**src/rtl/quad_encoder_mc_if.sv**
```systemverilog
// Encoder front-end bus: raw encoder pins, control pulses, config and decoded outputs.
interface quad_encoder_mc_if #(
  parameter int unsigned NUM_CH     = 2,
  parameter int unsigned CNTR_WIDTH = 16
);
  logic [NUM_CH-1:0]            enc_a;
  logic [NUM_CH-1:0]            enc_b;
  logic [NUM_CH-1:0]            clear_count;
  logic                         load_config;
  logic [1:0]                   cfg_mode;
  logic [3:0]                   cfg_step;
  logic                         cfg_wrap;
  logic [CNTR_WIDTH-1:0]        cfg_min;
  logic [CNTR_WIDTH-1:0]        cfg_max;
  logic [NUM_CH-1:0]            enc_event;
  logic [NUM_CH-1:0]            enc_left;
  logic [NUM_CH-1:0]            enc_err;
  logic [NUM_CH*CNTR_WIDTH-1:0] count;

  modport master (
    output enc_a, enc_b, clear_count, load_config,
    output cfg_mode, cfg_step, cfg_wrap, cfg_min, cfg_max,
    input  enc_event, enc_left, enc_err, count
  );

  modport slave (
    input  enc_a, enc_b, clear_count, load_config,
    input  cfg_mode, cfg_step, cfg_wrap, cfg_min, cfg_max,
    output enc_event, enc_left, enc_err, count
  );
endinterface

```
**src/rtl/quad_encoder_mc.sv**
```systemverilog
// quad_encoder_mc: NUM_CH quadrature channels, each synchronised, glitch-filtered and
// decoded (x1/x2/x4) into a signed count with programmable step and saturate/wrap limits.
module quad_encoder_mc #(
  parameter int unsigned NUM_CH      = 2,
  parameter int unsigned CNTR_WIDTH  = 16,
  parameter int unsigned FILT_CYCLES = 4,
  parameter int unsigned DFLT_MODE   = 2,
  parameter int unsigned DFLT_STEP   = 1,
  parameter int unsigned DFLT_WRAP   = 0
) (
  input  logic             clk,
  input  logic             reset,
  quad_encoder_mc_if.slave bus
);

  localparam int unsigned CW = CNTR_WIDTH;
  localparam int unsigned EW = CNTR_WIDTH + 2;
  localparam int unsigned FW = 8;
  localparam logic [FW-1:0]        FILT_LAST = FW'(FILT_CYCLES - 1);
  localparam logic signed [CW-1:0] ZERO      = '0;
  localparam logic signed [CW-1:0] MOST_NEG  = {1'b1, {(CW-1){1'b0}}};
  localparam logic signed [CW-1:0] MOST_POS  = {1'b0, {(CW-1){1'b1}}};
  localparam logic signed [EW-1:0] ONE_E     = EW'(1);

  // Zero clamped into [lo,hi]; callers guarantee lo <= hi.
  function automatic logic signed [CW-1:0] clamp_zero(input logic signed [CW-1:0] lo,
                                                      input logic signed [CW-1:0] hi);
    if (lo > ZERO) return lo;
    if (hi < ZERO) return hi;
    return ZERO;
  endfunction

  // Position of a {B,A} pair along the increment sequence 00->01->11->10.
  function automatic logic [1:0] gray_idx(input logic [1:0] p);
    return {p[1], p[1] ^ p[0]};
  endfunction

  logic [1:0]           mode_q, mode_d;
  logic [3:0]           step_q, step_d;
  logic                 wrap_q, wrap_d;
  logic signed [CW-1:0] min_q, min_d;
  logic signed [CW-1:0] max_q, max_d;
  logic                 load_ok_c;
  logic signed [CW-1:0] ld_zero_c;
  logic signed [CW-1:0] clr_zero_c;

  logic [NUM_CH-1:0]    ev_v;
  logic [NUM_CH-1:0]    left_v;
  logic [NUM_CH-1:0]    err_v;
  logic [NUM_CH*CW-1:0] cnt_v;

  // Shared configuration: an inverted range makes the whole load a no-op.
  always_comb begin
    mode_d     = mode_q;
    step_d     = step_q;
    wrap_d     = wrap_q;
    min_d      = min_q;
    max_d      = max_q;
    load_ok_c  = bus.load_config && ($signed(bus.cfg_min) <= $signed(bus.cfg_max));
    ld_zero_c  = clamp_zero($signed(bus.cfg_min), $signed(bus.cfg_max));
    clr_zero_c = clamp_zero(min_q, max_q);
    if (load_ok_c) begin
      mode_d = bus.cfg_mode;
      step_d = bus.cfg_step;
      wrap_d = bus.cfg_wrap;
      min_d  = $signed(bus.cfg_min);
      max_d  = $signed(bus.cfg_max);
    end
  end

  // Configuration registers.
  always_ff @(posedge clk or posedge reset) begin
    if (reset) begin
      mode_q <= 2'(DFLT_MODE);
      step_q <= 4'(DFLT_STEP);
      wrap_q <= 1'(DFLT_WRAP);
      min_q  <= MOST_NEG;
      max_q  <= MOST_POS;
    end else begin
      mode_q <= mode_d;
      step_q <= step_d;
      wrap_q <= wrap_d;
      min_q  <= min_d;
      max_q  <= max_d;
    end
  end

  for (genvar g = 0; g < NUM_CH; g++) begin : g_ch
    logic [1:0]           sync1_q, sync2_q;
    logic [1:0]           cand_q, cand_d;
    logic [1:0]           filt_q, filt_d;
    logic [FW-1:0]        fcnt_q, fcnt_d;
    logic signed [CW-1:0] cnt_q, cnt_d;
    logic                 ev_q, ev_d;
    logic                 left_q, left_d;
    logic                 err_q, err_d;
    logic                 accept_c, illegal_c, up_c, dn_c;
    logic [1:0]           prev_idx_c, delta_c;
    logic signed [EW-1:0] cur_e, step_e, min_e, max_e, sum_e, res_e;

    // Stability filter: the candidate pair must hold FILT_CYCLES cycles to be accepted.
    always_comb begin
      cand_d   = cand_q;
      fcnt_d   = fcnt_q;
      filt_d   = filt_q;
      accept_c = 1'b0;
      if (sync2_q != cand_q) begin
        cand_d = sync2_q;
        fcnt_d = '0;
      end else if (fcnt_q < FILT_LAST) begin
        fcnt_d = fcnt_q + FW'(1);
      end else if (filt_q != cand_q) begin
        accept_c = 1'b1;
        filt_d   = cand_q;
      end
    end

    // Direction decode and x1/x2/x4 qualification of an accepted transition.
    always_comb begin
      prev_idx_c = gray_idx(filt_q);
      delta_c    = gray_idx(cand_q) - prev_idx_c;
      illegal_c  = accept_c && (delta_c == 2'd2);
      up_c       = 1'b0;
      dn_c       = 1'b0;
      if (mode_q[1]) begin
        up_c = accept_c && (delta_c == 2'd1);
        dn_c = accept_c && (delta_c == 2'd3);
      end else if (mode_q[0]) begin
        up_c = accept_c && (delta_c == 2'd1) && prev_idx_c[0];
        dn_c = accept_c && (delta_c == 2'd3) && !prev_idx_c[0];
      end else begin
        up_c = accept_c && (delta_c == 2'd1) && (prev_idx_c == 2'd3);
        dn_c = accept_c && (delta_c == 2'd3) && (prev_idx_c == 2'd0);
      end
    end

    // Widened step arithmetic with saturate or single-fold wrap at the limits.
    always_comb begin
      cur_e  = EW'(cnt_q);
      step_e = EW'($signed({1'b0, step_q}));
      min_e  = EW'(min_q);
      max_e  = EW'(max_q);
      sum_e  = dn_c ? (cur_e - step_e) : (cur_e + step_e);
      res_e  = sum_e;
      if (sum_e > max_e) begin
        res_e = wrap_q ? (min_e + (sum_e - max_e - ONE_E)) : max_e;
      end else if (sum_e < min_e) begin
        res_e = wrap_q ? (max_e - (min_e - sum_e - ONE_E)) : min_e;
      end
    end

    // Output/count next state: clear beats load beats step; events always pulse.
    always_comb begin
      ev_d   = up_c || dn_c;
      left_d = left_q;
      err_d  = err_q;
      cnt_d  = cnt_q;
      if (up_c || dn_c) left_d = dn_c;
      if (illegal_c) err_d = 1'b1;
      if (bus.clear_count[g]) begin
        cnt_d = clr_zero_c;
        err_d = 1'b0;
      end else if (load_ok_c) begin
        cnt_d = ld_zero_c;
      end else if (up_c || dn_c) begin
        cnt_d = CW'(res_e);
      end
    end

    // Per-channel synchroniser, filter and output registers.
    always_ff @(posedge clk or posedge reset) begin
      if (reset) begin
        sync1_q <= '0;
        sync2_q <= '0;
        cand_q  <= '0;
        filt_q  <= '0;
        fcnt_q  <= '0;
        cnt_q   <= ZERO;
        ev_q    <= 1'b0;
        left_q  <= 1'b0;
        err_q   <= 1'b0;
      end else begin
        sync1_q <= {bus.enc_b[g], bus.enc_a[g]};
        sync2_q <= sync1_q;
        cand_q  <= cand_d;
        filt_q  <= filt_d;
        fcnt_q  <= fcnt_d;
        cnt_q   <= cnt_d;
        ev_q    <= ev_d;
        left_q  <= left_d;
        err_q   <= err_d;
      end
    end

    assign ev_v[g]                = ev_q;
    assign left_v[g]              = left_q;
    assign err_v[g]               = err_q;
    assign cnt_v[g*CW +: CW]      = cnt_q;
  end

  assign bus.enc_event = ev_v;
  assign bus.enc_left  = left_v;
  assign bus.enc_err   = err_v;
  assign bus.count     = cnt_v;

endmodule

```
**src/flat_wrapper.sv**
```systemverilog
// flat-port wrapper written by rule: the top's interface ports become plain ports
module quad_encoder_mc_flat 
#(
  parameter int unsigned NUM_CH      = 2,
  parameter int unsigned CNTR_WIDTH  = 16,
  parameter int unsigned FILT_CYCLES = 4,
  parameter int unsigned DFLT_MODE   = 2,
  parameter int unsigned DFLT_STEP   = 1,
  parameter int unsigned DFLT_WRAP   = 0
)
  (clk, reset, bus_enc_a, bus_enc_b, bus_clear_count, bus_load_config, bus_cfg_mode, bus_cfg_step, bus_cfg_wrap, bus_cfg_min, bus_cfg_max, bus_enc_event, bus_enc_left, bus_enc_err, bus_count);
  quad_encoder_mc_if #(.NUM_CH(NUM_CH), .CNTR_WIDTH(CNTR_WIDTH)) bus_i ();
  input  logic clk;
  input  logic reset;
  input wire logic [$bits(bus_i.enc_a)-1:0] bus_enc_a;
  input wire logic [$bits(bus_i.enc_b)-1:0] bus_enc_b;
  input wire logic [$bits(bus_i.clear_count)-1:0] bus_clear_count;
  input wire logic [$bits(bus_i.load_config)-1:0] bus_load_config;
  input wire logic [$bits(bus_i.cfg_mode)-1:0] bus_cfg_mode;
  input wire logic [$bits(bus_i.cfg_step)-1:0] bus_cfg_step;
  input wire logic [$bits(bus_i.cfg_wrap)-1:0] bus_cfg_wrap;
  input wire logic [$bits(bus_i.cfg_min)-1:0] bus_cfg_min;
  input wire logic [$bits(bus_i.cfg_max)-1:0] bus_cfg_max;
  output wire logic [$bits(bus_i.enc_event)-1:0] bus_enc_event;
  output wire logic [$bits(bus_i.enc_left)-1:0] bus_enc_left;
  output wire logic [$bits(bus_i.enc_err)-1:0] bus_enc_err;
  output wire logic [$bits(bus_i.count)-1:0] bus_count;
  assign bus_i.enc_a = bus_enc_a;
  assign bus_i.enc_b = bus_enc_b;
  assign bus_i.clear_count = bus_clear_count;
  assign bus_i.load_config = bus_load_config;
  assign bus_i.cfg_mode = bus_cfg_mode;
  assign bus_i.cfg_step = bus_cfg_step;
  assign bus_i.cfg_wrap = bus_cfg_wrap;
  assign bus_i.cfg_min = bus_cfg_min;
  assign bus_i.cfg_max = bus_cfg_max;
  assign bus_enc_event = bus_i.enc_event;
  assign bus_enc_left = bus_i.enc_left;
  assign bus_enc_err = bus_i.enc_err;
  assign bus_count = bus_i.count;
  quad_encoder_mc #(.NUM_CH(NUM_CH), .CNTR_WIDTH(CNTR_WIDTH), .FILT_CYCLES(FILT_CYCLES), .DFLT_MODE(DFLT_MODE), .DFLT_STEP(DFLT_STEP), .DFLT_WRAP(DFLT_WRAP)) u_core (.clk(clk), .reset(reset), .bus(bus_i));
endmodule
```
**config.mk**
```make
export PLATFORM = sky130hd
export DESIGN_NAME = quad_encoder_mc_flat
export DESIGN_NICKNAME = d
export VERILOG_FILES = /design/src/rtl/quad_encoder_mc_if.sv /design/src/rtl/quad_encoder_mc.sv /design/src/flat_wrapper.sv
export SDC_FILE = /design/constraint.sdc
export NUM_CORES = 1
export LEC_CHECK = 0
export ABC_AREA = 1
export CELL_PAD_IN_SITES_DETAIL_PLACEMENT = 1
export CELL_PAD_IN_SITES_GLOBAL_PLACEMENT = 2
export CORE_ASPECT_RATIO = 1.4
export CORE_MARGIN = 3
export CORE_UTILIZATION = 35
export CTS_BUF_LIST = sky130_fd_sc_hd__clkbuf_8 sky130_fd_sc_hd__clkbuf_16
export CTS_CLUSTER_SIZE = 10
export DETAILED_ROUTE_END_ITERATION = 12
export PLACE_DENSITY_LB_ADDON = 0.1
export SLEW_MARGIN = 20
export SYNTH_ARGS = -nofsm -noshare
export SYNTH_HDL_FRONTEND = slang
export SYNTH_SLANG_ARGS = --single-unit
```
**constraint.sdc**
```tcl
create_clock -name clk -period 6.2 [get_ports clk]
set_input_delay 0.62 -clock clk [delete_from_list [all_inputs] [get_ports clk]]
set_output_delay 0.62 -clock clk [all_outputs]
set_load 0.02 [all_outputs]
```
==> results.md <==
- Run status: finished clean
- DRC violations left: 0
- Share of layout cells above drive strength 1: 0.0634
- GRT overflow: 0
- Final Setup Violations: 0
- Worst slew margin: 0.426
- DRT Wirelength: 75,500 um
- Fmax: 173 MHz
- Clk buf depth: 2
- Port Buffers: 85
- Die Wd: 183 um
- Nets: 2,729
- Syn avg cell area: 6.59 sq um
- Fin crit period: 5.78 ns
- Critical Path RT: 6.49 ns
- Final ANT Viol Nets: 0
- HPWL Detailed: 62,900 um
- Final Max Tran Viols: 0
- Final Instance Area: 0.0174 sq mm
- Distinct cells, synth: 48
- Fin Clk Skew: 0.0187 ns
- Drt pass-1 iters: 6
- Layout Utilization: 0.402
- Worst reg-to-reg setup slack: 0.42 ns
- CP Launch Type: register
- H-tree levels: 3
- Worst Reg-to-Reg Cells: 25
- Dominant synthesized flop cell: dfrtp_1
- Die ar.: 0.0466 sq mm
- Hold Crit Class: reg2reg
- WP data arrival: 6.08 ns
- Crit end category: register
- Max FO, Critical Path: 10
- Vias per cell: 5.51
- Max_cap viols: 0
- Finished Layout Cells: 2,982
- Num ports: 86
- Final hold violations: 0
- Final hold slack: 0.355 ns
- Antenna violations before repair: 0
- Antenna diode count: 0
- Post-synth EDFFs: 0
- Vias in the first global route: 17,400
- Period utilization: 0.933
- Async SR Flop Fraction: 1.00
- Worst skew pair latency: 0.38 ns
- Synth Instances: 2,336
- Placed Area: 0.0170 sq mm
- Clk sinks: 109
- Initial detailed-routing violation count: 986
- Worst Max-Slew Pin Slew: 0.862 ns
- Hold depth: 0
- First-pass GRT wire length: 112,000 um
- Post-Syn Nets: 2,640
- Largest net degree at the start of global routing: 61
- Clock Tree Root: clkbuf_16
- RSZ-0062 raised after global routing: true
- Row count: 90
- Effective utilization at floorplan: 0.356
- Sequential fraction of the synthesis area: 0.179
- Mapped cell area: 0.0154 sq mm
- Die height: 254 um
- Total Routing Usage GR: 0.326
- Clock transition at path regs: 0.08 ns
- Core Region: 0.0432 sq mm
- Setup CP Type: reg2reg
- Vias: 16,400
- Flops & latches, synth: 109
- Filler instances: 5,660
- Area grow syn2layout: 13.0%
- Wirelength per Cell: 25.3 um
- Synth warn: 0
- Placer congestion estimate: 0.999
- Cts bufs inserted: 9
- Placed cells: 2,966
- CTS tree: done
[final timing paths]
path / startpoint / to
worst max-delay path: u_core.g_ch[0].filt_q[1]$_DFFE_PP0P_ / u_core.g_ch[0].cnt_q[8]$_DFFE_PP0P_
worst min-delay path: u_core.g_ch[0].sync1_q[1]$_DFF_PP0_ / u_core.g_ch[0].sync2_q[1]$_DFF_PP0_
worst max register to register: u_core.g_ch[0].filt_q[1]$_DFFE_PP0P_ / u_core.g_ch[0].cnt_q[8]$_DFFE_PP0P_
worst min register to register: u_core.g_ch[0].sync1_q[1]$_DFF_PP0_ / u_core.g_ch[0].sync2_q[1]$_DFF_PP0_
max in group asynchronous: reset / u_core.g_ch[1].cnt_q[7]$_DFFE_PP0P_
min in group asynchronous: reset / u_core.g_ch[1].cand_q[0]$_DFFE_PP0N_
[registers in the layout (all words and copies together) (netlist names)]
signal,cells
u_core.max_q,16
u_core.step_q,4
u_core.mode_q,2
u_core.g_ch.filt_q,4
u_core.g_ch.cand_q,4
u_core.wrap_q,1
u_core.g_ch.sync2_q,4
u_core.g_ch.cnt_q,32
u_core.g_ch.sync1_q,4
u_core.g_ch.fcnt_q,16
u_core.g_ch.left_q,2
u_core.g_ch.ev_q,2
u_core.g_ch.err_q,2
u_core.min_q,16
[metal layers]
layer  wire, um  GRT usage
met1      31200      0.399
met2      36600      0.573
met3       2780     0.0221
met4       4910      0.174
met5          0          0
[synthesized netlist by cell type (all sizes together), types with 5 or more instances]
cell | number | share of area
xnor2 | 19 | 0.012
o21bai | 13 | 0.0063
ha | 192 | 0.16
a31oi | 8 | 0.0033
nor3 | 18 | 0.0062
nand3 | 297 | 0.097
nor2 | 206 | 0.050
clkbuf | 30 | 0.0073
or2 | 32 | 0.013
inv | 279 | 0.068
dfrtp | 91 | 0.15
xor2 | 27 | 0.016
nand2 | 689 | 0.17
o21ai | 97 | 0.032
o22ai | 7 | 0.0028
a21oi | 154 | 0.054
a21o | 9 | 0.0044
and2 | 5 | 0.0020
nand3b | 15 | 0.0073
nand4 | 23 | 0.012
buf | 30 | 0.013
dfstp | 18 | 0.031
fa | 64 | 0.083
[placed cells by master (no fill, tap or decap), drive strengths merged, types with 8 or more instances in the layout]
| cell | n |
|---|---|
| o21ai | 97 |
| inv | 282 |
| ha | 192 |
| xnor2 | 19 |
| buf | 53 |
| o21bai | 13 |
| fa | 64 |
| dfrtp | 91 |
| a21oi | 154 |
| or2 | 32 |
| nand2 | 689 |
| a21o | 9 |
| xor2 | 27 |
| nand3b | 15 |
| nand4 | 23 |
| nor2 | 206 |
| clkbuf | 9 |
| dfstp | 18 |
| a31oi | 8 |
| clkdlybuf4s50 | 85 |
| nand3 | 297 |
| nor3 | 18 |
[through the flow]
| stage | TNS [ns] | setup slack, ns |
|---|---|---|
| final | 0 | 0.418 |
| after CTS | 0 | 0.112 |
| after global routing | -0.00456 | -0.00456 |
| after detailed placement | 0 | 0.148 |
| after global placement | 0 | 0.212 |
| after floorplan | 0 | 1.36 |
[layout make-up]
class	instances	area [sq um]	share of cell area
well taps	552	691	0.0397
clock buffers	9	225	0.0129
repair buffers	138	1260	0.0725
multi-input cells	1885	11300	0.651
inverters	282	1060	0.0610
clock inverters	7	77.6	0.00446
flip-flops and latches	109	2750	0.158
[timing repair]
action	4_1_cts	5_1_grt
resized for setup	0	12
hold buffers	0	0
endpoints found under the setup margin	0	19
buffers inserted	0	0
hold endpoints to repair	0	0
[critical path, stage by stage (launching register included)]
cell and delay [ns]:
dfrtp_1 0.42, inv_1 0.08, ha_1 0.29, ha_1 0.20, xor2_1 0.19, inv_1 0.14
nand4_4 0.20, nand2_1 0.10, o21ai_0 0.08, buf_4 0.16, ha_1 0.35, nand2_1 0.07
o21ai_1 0.33, xor2_1 0.43, fa_1 0.54, ha_1 0.44, a21oi_1 0.12, nand2_1 0.12
inv_1 0.06, o21ai_0 0.45, nand3_1 0.19, nand3b_1 0.13, nand3_1 0.11, nand3_1 0.11
nand3_1 0.17, a21oi_1 0.20
[logic make-up (layout without fill, tap and decap cells)]
logic type / after synthesis / after routing / share of synthesized area
xor gates and xnor gates: 46 / 46 / 0.0276
DFF: 109 / 109 / 0.179
adders and majority gates: 256 / 256 / 0.239
AOI/OAI and AO/OA: 295 / 295 / 0.106
and+or+nand+nor: 1288 / 1288 / 0.359
buffers and inverters: 342 / 436 / 0.0888
Power is not shown: default switching activity piles up to over one toggle a cycle in this logic, so the estimate is an artifact.
